File: config.mk
export PLATFORM = sky130hd
export DESIGN_NAME = branch_tag_manager
export DESIGN_NICKNAME = d
export VERILOG_FILES = /design/src/rtl/branch_tag_manager.sv
export SDC_FILE = /design/constraint.sdc
export NUM_CORES = 1
export LEC_CHECK = 0
export ABC_AREA = 1
export ABC_CLOCK_PERIOD_IN_PS = 3000
export BUFFER_PORTS_ARGS = -buffer_cell sky130_fd_sc_hd__clkbuf_2
export CORE_UTILIZATION = 27
export DETAILED_ROUTE_END_ITERATION = 16
export GPL_TIMING_DRIVEN = 0
export HOLD_SLACK_MARGIN = 0.12
export RECOVER_POWER = 100
export SLEW_MARGIN = 20
export SYNTH_ARGS = -nofsm -noshare
export SYNTH_HDL_FRONTEND = slang
export SYNTH_SLANG_ARGS = --single-unit
File: constraint.sdc
create_clock -name clk -period 3 [get_ports clk]
set_input_delay 0.3 -clock clk [delete_from_list [all_inputs] [get_ports clk]]
set_output_delay 0.3 -clock clk [all_outputs]
set_load 0.05 [all_outputs]
File: src/rtl/branch_tag_manager.sv
// ---------------------------------------------------------------------------
// branch_tag_manager
//
// Hands out branch tags (index + color bit) to decode, tracks the in-flight
// branches in program order, retires correctly predicted branches from the
// head, and sequences mispredict recovery (tail rollback, one-cycle rename
// checkpoint restore, multi-cycle squash broadcast).
//
// Ports:
//   clk, rst           clock, synchronous active-high reset
//   alloc_req          decode wants a tag this cycle
//   alloc_ready        a tag is free and no recovery is in progress
//   alloc_id/_color    tag granted when alloc_req && alloc_ready (from tail)
//   resolve_valid      execute resolved a branch
//   resolve_id/_color  tag of the resolved branch
//   resolve_miss       the branch was mispredicted
//   squash_valid       kill everything younger than squash_id
//   squash_id/_color   mispredicted tag
//   restore_valid      one-cycle pulse: restore rename checkpoint squash_id
//   recover_busy       recovery in progress
//   retire_valid       one-cycle pulse: retire_id freed
//   retire_id          freed tag
//   inflight_count     allocated, not yet retired tags
// ---------------------------------------------------------------------------
module branch_tag_manager #(
  parameter int ID_W           = 3,
  parameter int RECOVER_CYCLES = 2
) (
  input  logic            clk,
  input  logic            rst,
  input  logic            alloc_req,
  output logic            alloc_ready,
  output logic [ID_W-1:0] alloc_id,
  output logic            alloc_color,
  input  logic            resolve_valid,
  input  logic [ID_W-1:0] resolve_id,
  input  logic            resolve_color,
  input  logic            resolve_miss,
  output logic            squash_valid,
  output logic [ID_W-1:0] squash_id,
  output logic            squash_color,
  output logic            restore_valid,
  output logic            recover_busy,
  output logic            retire_valid,
  output logic [ID_W-1:0] retire_id,
  output logic [ID_W:0]   inflight_count
);

  localparam int NUM_IDS = 1 << ID_W;
  localparam int PTR_W   = ID_W + 1;
  localparam int CNT_W   = $clog2(RECOVER_CYCLES + 1);

  localparam logic [PTR_W-1:0] FULL_CNT = PTR_W'(NUM_IDS);
  localparam logic [CNT_W-1:0] RELOAD   = CNT_W'(RECOVER_CYCLES);
  localparam logic [CNT_W-1:0] CNT_ONE  = CNT_W'(1);

  typedef enum logic {
    S_IDLE    = 1'b0,
    S_RECOVER = 1'b1
  } state_t;

  // Age of pointer p relative to the head; smaller means older.
  function automatic logic [PTR_W-1:0] f_age(input logic [PTR_W-1:0] p,
                                             input logic [PTR_W-1:0] h);
    return p - h;
  endfunction

  // State
  state_t             r_state;
  logic [CNT_W-1:0]   r_cnt;
  logic [PTR_W-1:0]   r_head;
  logic [PTR_W-1:0]   r_tail;
  logic [NUM_IDS-1:0] r_valid;
  logic [NUM_IDS-1:0] r_resolved;
  logic [NUM_IDS-1:0] r_color;
  logic [ID_W-1:0]    r_sq_id;
  logic               r_sq_color;
  logic               r_restore;
  logic               r_retire_valid;
  logic [ID_W-1:0]    r_retire_id;

  // Combinational
  state_t             w_state_nxt;
  logic [CNT_W-1:0]   w_cnt_nxt;
  logic [PTR_W-1:0]   w_count;
  logic               w_full;
  logic [PTR_W-1:0]   w_res_ptr;
  logic               w_res_ok;
  logic               w_res_older;
  logic               w_miss_take;
  logic               w_alloc_fire;
  logic [ID_W-1:0]    w_head_idx;
  logic               w_retire;
  logic [PTR_W-1:0]   w_new_tail;
  logic [PTR_W-1:0]   w_kill_n;
  logic [NUM_IDS-1:0] w_kill;

  assign w_count    = r_tail - r_head;
  assign w_full     = (w_count == FULL_CNT);
  assign w_res_ptr  = {resolve_color, resolve_id};

  // A resolve is only trusted when the slot is live and of the same
  // generation (color); anything else refers to a rolled-back or retired tag.
  assign w_res_ok   = resolve_valid && r_valid[resolve_id] &&
                      (r_color[resolve_id] == resolve_color);

  assign w_res_older = f_age(w_res_ptr, r_head) <
                       f_age({r_sq_color, r_sq_id}, r_head);

  // During recovery only a miss older than the one being squashed matters;
  // a repeated miss on the squash tag itself just marks it resolved.
  assign w_miss_take = w_res_ok && resolve_miss &&
                       ((r_state == S_IDLE) || w_res_older);

  // A mispredict in the same cycle wins over allocation: the tail rolls back
  // past the slot that would have been written.
  assign w_alloc_fire = alloc_req && alloc_ready && !w_miss_take;

  assign w_head_idx = r_head[ID_W-1:0];
  assign w_retire   = r_valid[w_head_idx] && r_resolved[w_head_idx];

  assign w_new_tail = w_res_ptr + PTR_W'(1);
  assign w_kill_n   = r_tail - w_new_tail;

  // Slots in [new_tail, old_tail) are younger than the mispredicted branch.
  always_comb begin
    w_kill = '0;
    if (w_miss_take) begin
      for (int i = 0; i < NUM_IDS; i++) begin
        if ({1'b0, ID_W'(i) - w_new_tail[ID_W-1:0]} < w_kill_n)
          w_kill[i] = 1'b1;
      end
    end
  end

  // Recovery FSM: next state and counter
  always_comb begin
    w_state_nxt = r_state;
    w_cnt_nxt   = r_cnt;
    case (r_state)
      S_IDLE: begin
        if (w_miss_take) begin
          w_state_nxt = S_RECOVER;
          w_cnt_nxt   = RELOAD;
        end
      end
      S_RECOVER: begin
        if (w_miss_take) begin
          w_cnt_nxt = RELOAD;
        end else if (r_cnt == CNT_ONE) begin
          w_state_nxt = S_IDLE;
          w_cnt_nxt   = '0;
        end else begin
          w_cnt_nxt = r_cnt - CNT_ONE;
        end
      end
      default: begin
        w_state_nxt = S_IDLE;
        w_cnt_nxt   = '0;
      end
    endcase
  end

  always_ff @(posedge clk) begin
    if (rst) begin
      r_state <= S_IDLE;
      r_cnt   <= '0;
    end else begin
      r_state <= w_state_nxt;
      r_cnt   <= w_cnt_nxt;
    end
  end

  // Pointers, squash latch and output pulses
  always_ff @(posedge clk) begin
    if (rst) begin
      r_head         <= '0;
      r_tail         <= '0;
      r_sq_id        <= '0;
      r_sq_color     <= 1'b0;
      r_restore      <= 1'b0;
      r_retire_valid <= 1'b0;
      r_retire_id    <= '0;
    end else begin
      if (w_retire)
        r_head <= r_head + PTR_W'(1);

      if (w_miss_take)
        r_tail <= w_new_tail;
      else if (w_alloc_fire)
        r_tail <= r_tail + PTR_W'(1);

      if (w_miss_take) begin
        r_sq_id    <= resolve_id;
        r_sq_color <= resolve_color;
      end

      r_restore      <= w_miss_take;
      r_retire_valid <= w_retire;
      if (w_retire)
        r_retire_id <= w_head_idx;
    end
  end

  // Per-entry state. Later assignments win: kill and retire clear valid.
  always_ff @(posedge clk) begin
    if (rst) begin
      r_valid    <= '0;
      r_resolved <= '0;
      r_color    <= '0;
    end else begin
      if (w_res_ok)
        r_resolved[resolve_id] <= 1'b1;

      if (w_alloc_fire) begin
        r_valid[r_tail[ID_W-1:0]]    <= 1'b1;
        r_resolved[r_tail[ID_W-1:0]] <= 1'b0;
        r_color[r_tail[ID_W-1:0]]    <= r_tail[ID_W];
      end

      for (int i = 0; i < NUM_IDS; i++) begin
        if (w_kill[i])
          r_valid[i] <= 1'b0;
      end

      if (w_retire)
        r_valid[w_head_idx] <= 1'b0;
    end
  end

  assign alloc_ready    = !w_full && (r_state == S_IDLE);
  assign alloc_id       = r_tail[ID_W-1:0];
  assign alloc_color    = r_tail[ID_W];
  assign squash_valid   = (r_state == S_RECOVER);
  assign recover_busy   = (r_state == S_RECOVER);
  assign squash_id      = r_sq_id;
  assign squash_color   = r_sq_color;
  assign restore_valid  = r_restore;
  assign retire_valid   = r_retire_valid;
  assign retire_id      = r_retire_id;
  assign inflight_count = w_count;

endmodule

==> flow_summary.toml <==
[place]
dpl_worst_slack_ps = -172.6
place_congestion = 0.9031
port_buffers = 27
hpwlAfterDp_mm = 7.015

[detailed_routing]
wire_per_inst_um = 13.85
wl_mm = 8.988
drcViolationCount = 0
ant_nets = 0
dr_total_vias = 3168
first_iter_violations = 201
first_pass_iters = 5
vias_per_cell = 4.881

[floorplan]
top_level_ports = 29
die_y_um = 111.6
die-width_um = 111.6
rows = 39
die_area_mm2 = 0.01245
coreArea_mm2 = 0.01156
start_util_pct = 28.04

[run]
maxCapViolCount = 0

[synthesis]
synth_edf_count = 0
async_flop_share_pct = 0
synth_warnings = 0
yosysUniqueCellTypes = 37
synth.area.top_cells = "dfxtp_1, ha_1, nand2_1"
synth_area_per_cell_um2 = 6.915
synth_top_area_share_pct = 27.16
synth_top_cell_by_area = "dfxtp_1"
synth_ff_type = "dfxtp_1"
seq_area_frac_synth_pct = 27.16
synth-seq-cells = 44
syn_inst = 469
syn-cell-area_mm2 = 0.003243
mappedNetlistNets = 513

[setup_path]
crit_fanout = 10
end_kind = "register"
crit_chain = "inv_2 -> ha_1 -> a21oi_1 -> o21ai_0 -> xor2_1 -> ha_1 -> a21oi_1 -> nand2_1 -> nand2_1 -> inv_1 -> nor2_4 -> buf_6 -> o21ai_1 -> nand3_1 -> nor2_1"
crit_arrival_ps = 3010
r2r_slack_ps = 180
path_class = "register to register"
crit_path_start_kind = "register"
slowest_delay_ps = 430
required_ps = 3190
slowest_stage = "dfxtp_1"

[timing]
slew_headroom_pct = 57.86
setup_viol = 0
clock_skew_ps = 4.053
worst_pin_slew_ps = 632.1
fmax_ghz = 0.3543
holdWs_ps = 406.0
rsz0062_at_grt = "no"
fin_crit_sh_pct = 94.08
period_needed_ps = 2822
setup-tns-final_ps = 0
maxSlewViolCount = 0
setup_slack_ps = 177.5
hold_viol = 0

[clocking]
cts_tree = "done"
hold_buffers = 0
clk_latency_ps = 290
cts_made_buffers = 5
clk_pin_slew_ps = 70
clockBufferDepth = 2
htreeDepth = 2
cts_sinks = 44
clockRootBuffer = "clkbuf_16"

[global_routing]
antenna_found_initial = 0
grt_use_met1_pct = 19.55
gr-usage-met2_pct = 23.50
grt_pass1_wl_mm = 14.79
grt_use_total_pct = 15.21
grt_use_met3_pct = 3.593
grt_max_degree = 14
busiest_layer = "met2"
grt_pass1_vias = 3046
overflow = 0

[power_and_ir_drop]
p_int_uw = 1140
clockPowerShare_pct = 31.1
powerDensity_mw_per_mm2 = 501.7
switchingPower_uw = 719.0
p_seq_share_pct = 34.2
pwr-share-comb_pct = 34.6
ir_drop_uv = 343.2
swShare_pct = 38.69
p_leak_uw = 0.001736

[cells_and_area]
drive_above_1_share_pct = 10.67
insertedDiodeCount = 0
nNetsFinal = 549
syn_to_final_growth_pct = 14.24

[hold_path]
holdCritPathClass = "input pin to register"

[status]
status = "completed"
## worst max-delay path, delay by kind of cell (launching register included)
kind,cells,cell delay [ps]
fa+ha+maj,2,650
simple gates,5,600
compound gates,4,480
flops,1,430
buf+inv,3,400
xor+xnor,1,150
## flip-flops by register name, indices dropped and copies added, names as in the netlist, 2 cells and up
signal,cells
r_resolved,8
r_valid,8
r_cnt,2
squash_id,3
retire_id,3
r_tail,4
r_color,8
r_head,4
## cells in the final DEF, fill, tap and decap left out, types with 3 or more instances in the layout
cell type,n
inv_2,5
nand2_1,78
nand4_1,3
ha_1,30
o211ai_1,7
o21ai_0,22
nand3_1,43
clkbuf_16,5
or2_2,3
inv_1,64
nor2_1,69
nor3_1,5
fa_1,5
xnor2_1,8
a31oi_1,5
nor2_4,3
a21oi_2,4
buf_6,4
a21oi_1,29
clkbuf_1,28
dfxtp_1,42
nor2_2,3
xor2_1,6
o21ai_1,4
clkbuf_2,10
## synthesized netlist by cell type (4+ instances only)
library cell and n:
inv_1 66, o21ai_1 5, nand2_1 77, a21oi_1 29, clkbuf_1 6, a31oi_1 5
ha_1 30, nor2_1 71, nand3_1 43, xnor2_1 8, nor3_1 5, a21oi_2 4
fa_1 5, xor2_1 7, buf_6 5, o211ai_1 7, inv_2 4, o21ai_0 20
dfxtp_1 44
## routing by layer
layer / vias up / part of all wire (%)
met3: 31 / 6.2
met5: - / 0
met1: 1450 / 46
li1: 1572 / -
met4: 0 / 4.2
met2: 115 / 43
## final cells by class
type                       instances  area, µm²
buffer                            18      116.4
sequential                        44      883.3
inverter                          71      270.3
timing repair buffer              29      122.6
clock inverter                     1      7.507
multi-input combinational        336       1983
fill                            1268       7860
clock buffer                       7      142.6
tap                              143      178.9
## power groups by stage
stage               clock [µW]  sequential, µW  combinational (µW)
floorplan                    0             679                 452
global placement             0             649                 621
detailed placement           0             649                 635
CTS                        590             636                 641
global route               626             640                 731
finish                     579             636                 644
## repair_timing
action                     4_1_cts  5_1_grt
buffers inserted                 2        0
resized for setup                1        8
setup endpoints to repair        1       30
pin swaps                        0        0
## worst paths after layout
check	from	to	cells after the start
max	r_head[2]$_SDFFE_PP0P_	r_valid[4]$_SDFF_PP0_	15
min	resolve_miss	r_cnt[0]$_SDFFE_PP0P_	4
max reg2reg	r_head[2]$_SDFFE_PP0P_	r_valid[4]$_SDFF_PP0_	15
min reg2reg	retire_id[0]$_SDFFE_PP0P_	retire_id[0]$_SDFFE_PP0P_	2
## cell families (layout without fill, tap and decap cells)
| group | Yosys count | in the layout | synth area share (%) |
|---|---|---|---|
| DFF | 44 | 44 | 27.16 |
| xor gates and xnor gates | 15 | 15 | 4.051 |
| AOI/OAI and AO/OA | 73 | 73 | 13.00 |
| buffers and inverters | 89 | 126 | 12.04 |
| and+or+nand+nor | 213 | 213 | 29.09 |
| adders and majority gates | 35 | 35 | 14.66 |
## stage by stage
step / total power, µW / area (µm²) / instances / util, %
4_1_cts: 1868 / 3726 / 649 / 32.22
5_1_grt: 1997 / 3705 / 649 / 32.04
3_5_place_dp: 1284 / 3557 / 639 / 30.76
3_3_place_gp: 1270 / 3557 / 639 / 30.76
6_report: 1859 / 3705 / 649 / 32.04
2_1_floorplan: 1131 / 3243 / 469 / -
No activity file was read; power rests on OpenSTA's default activity.
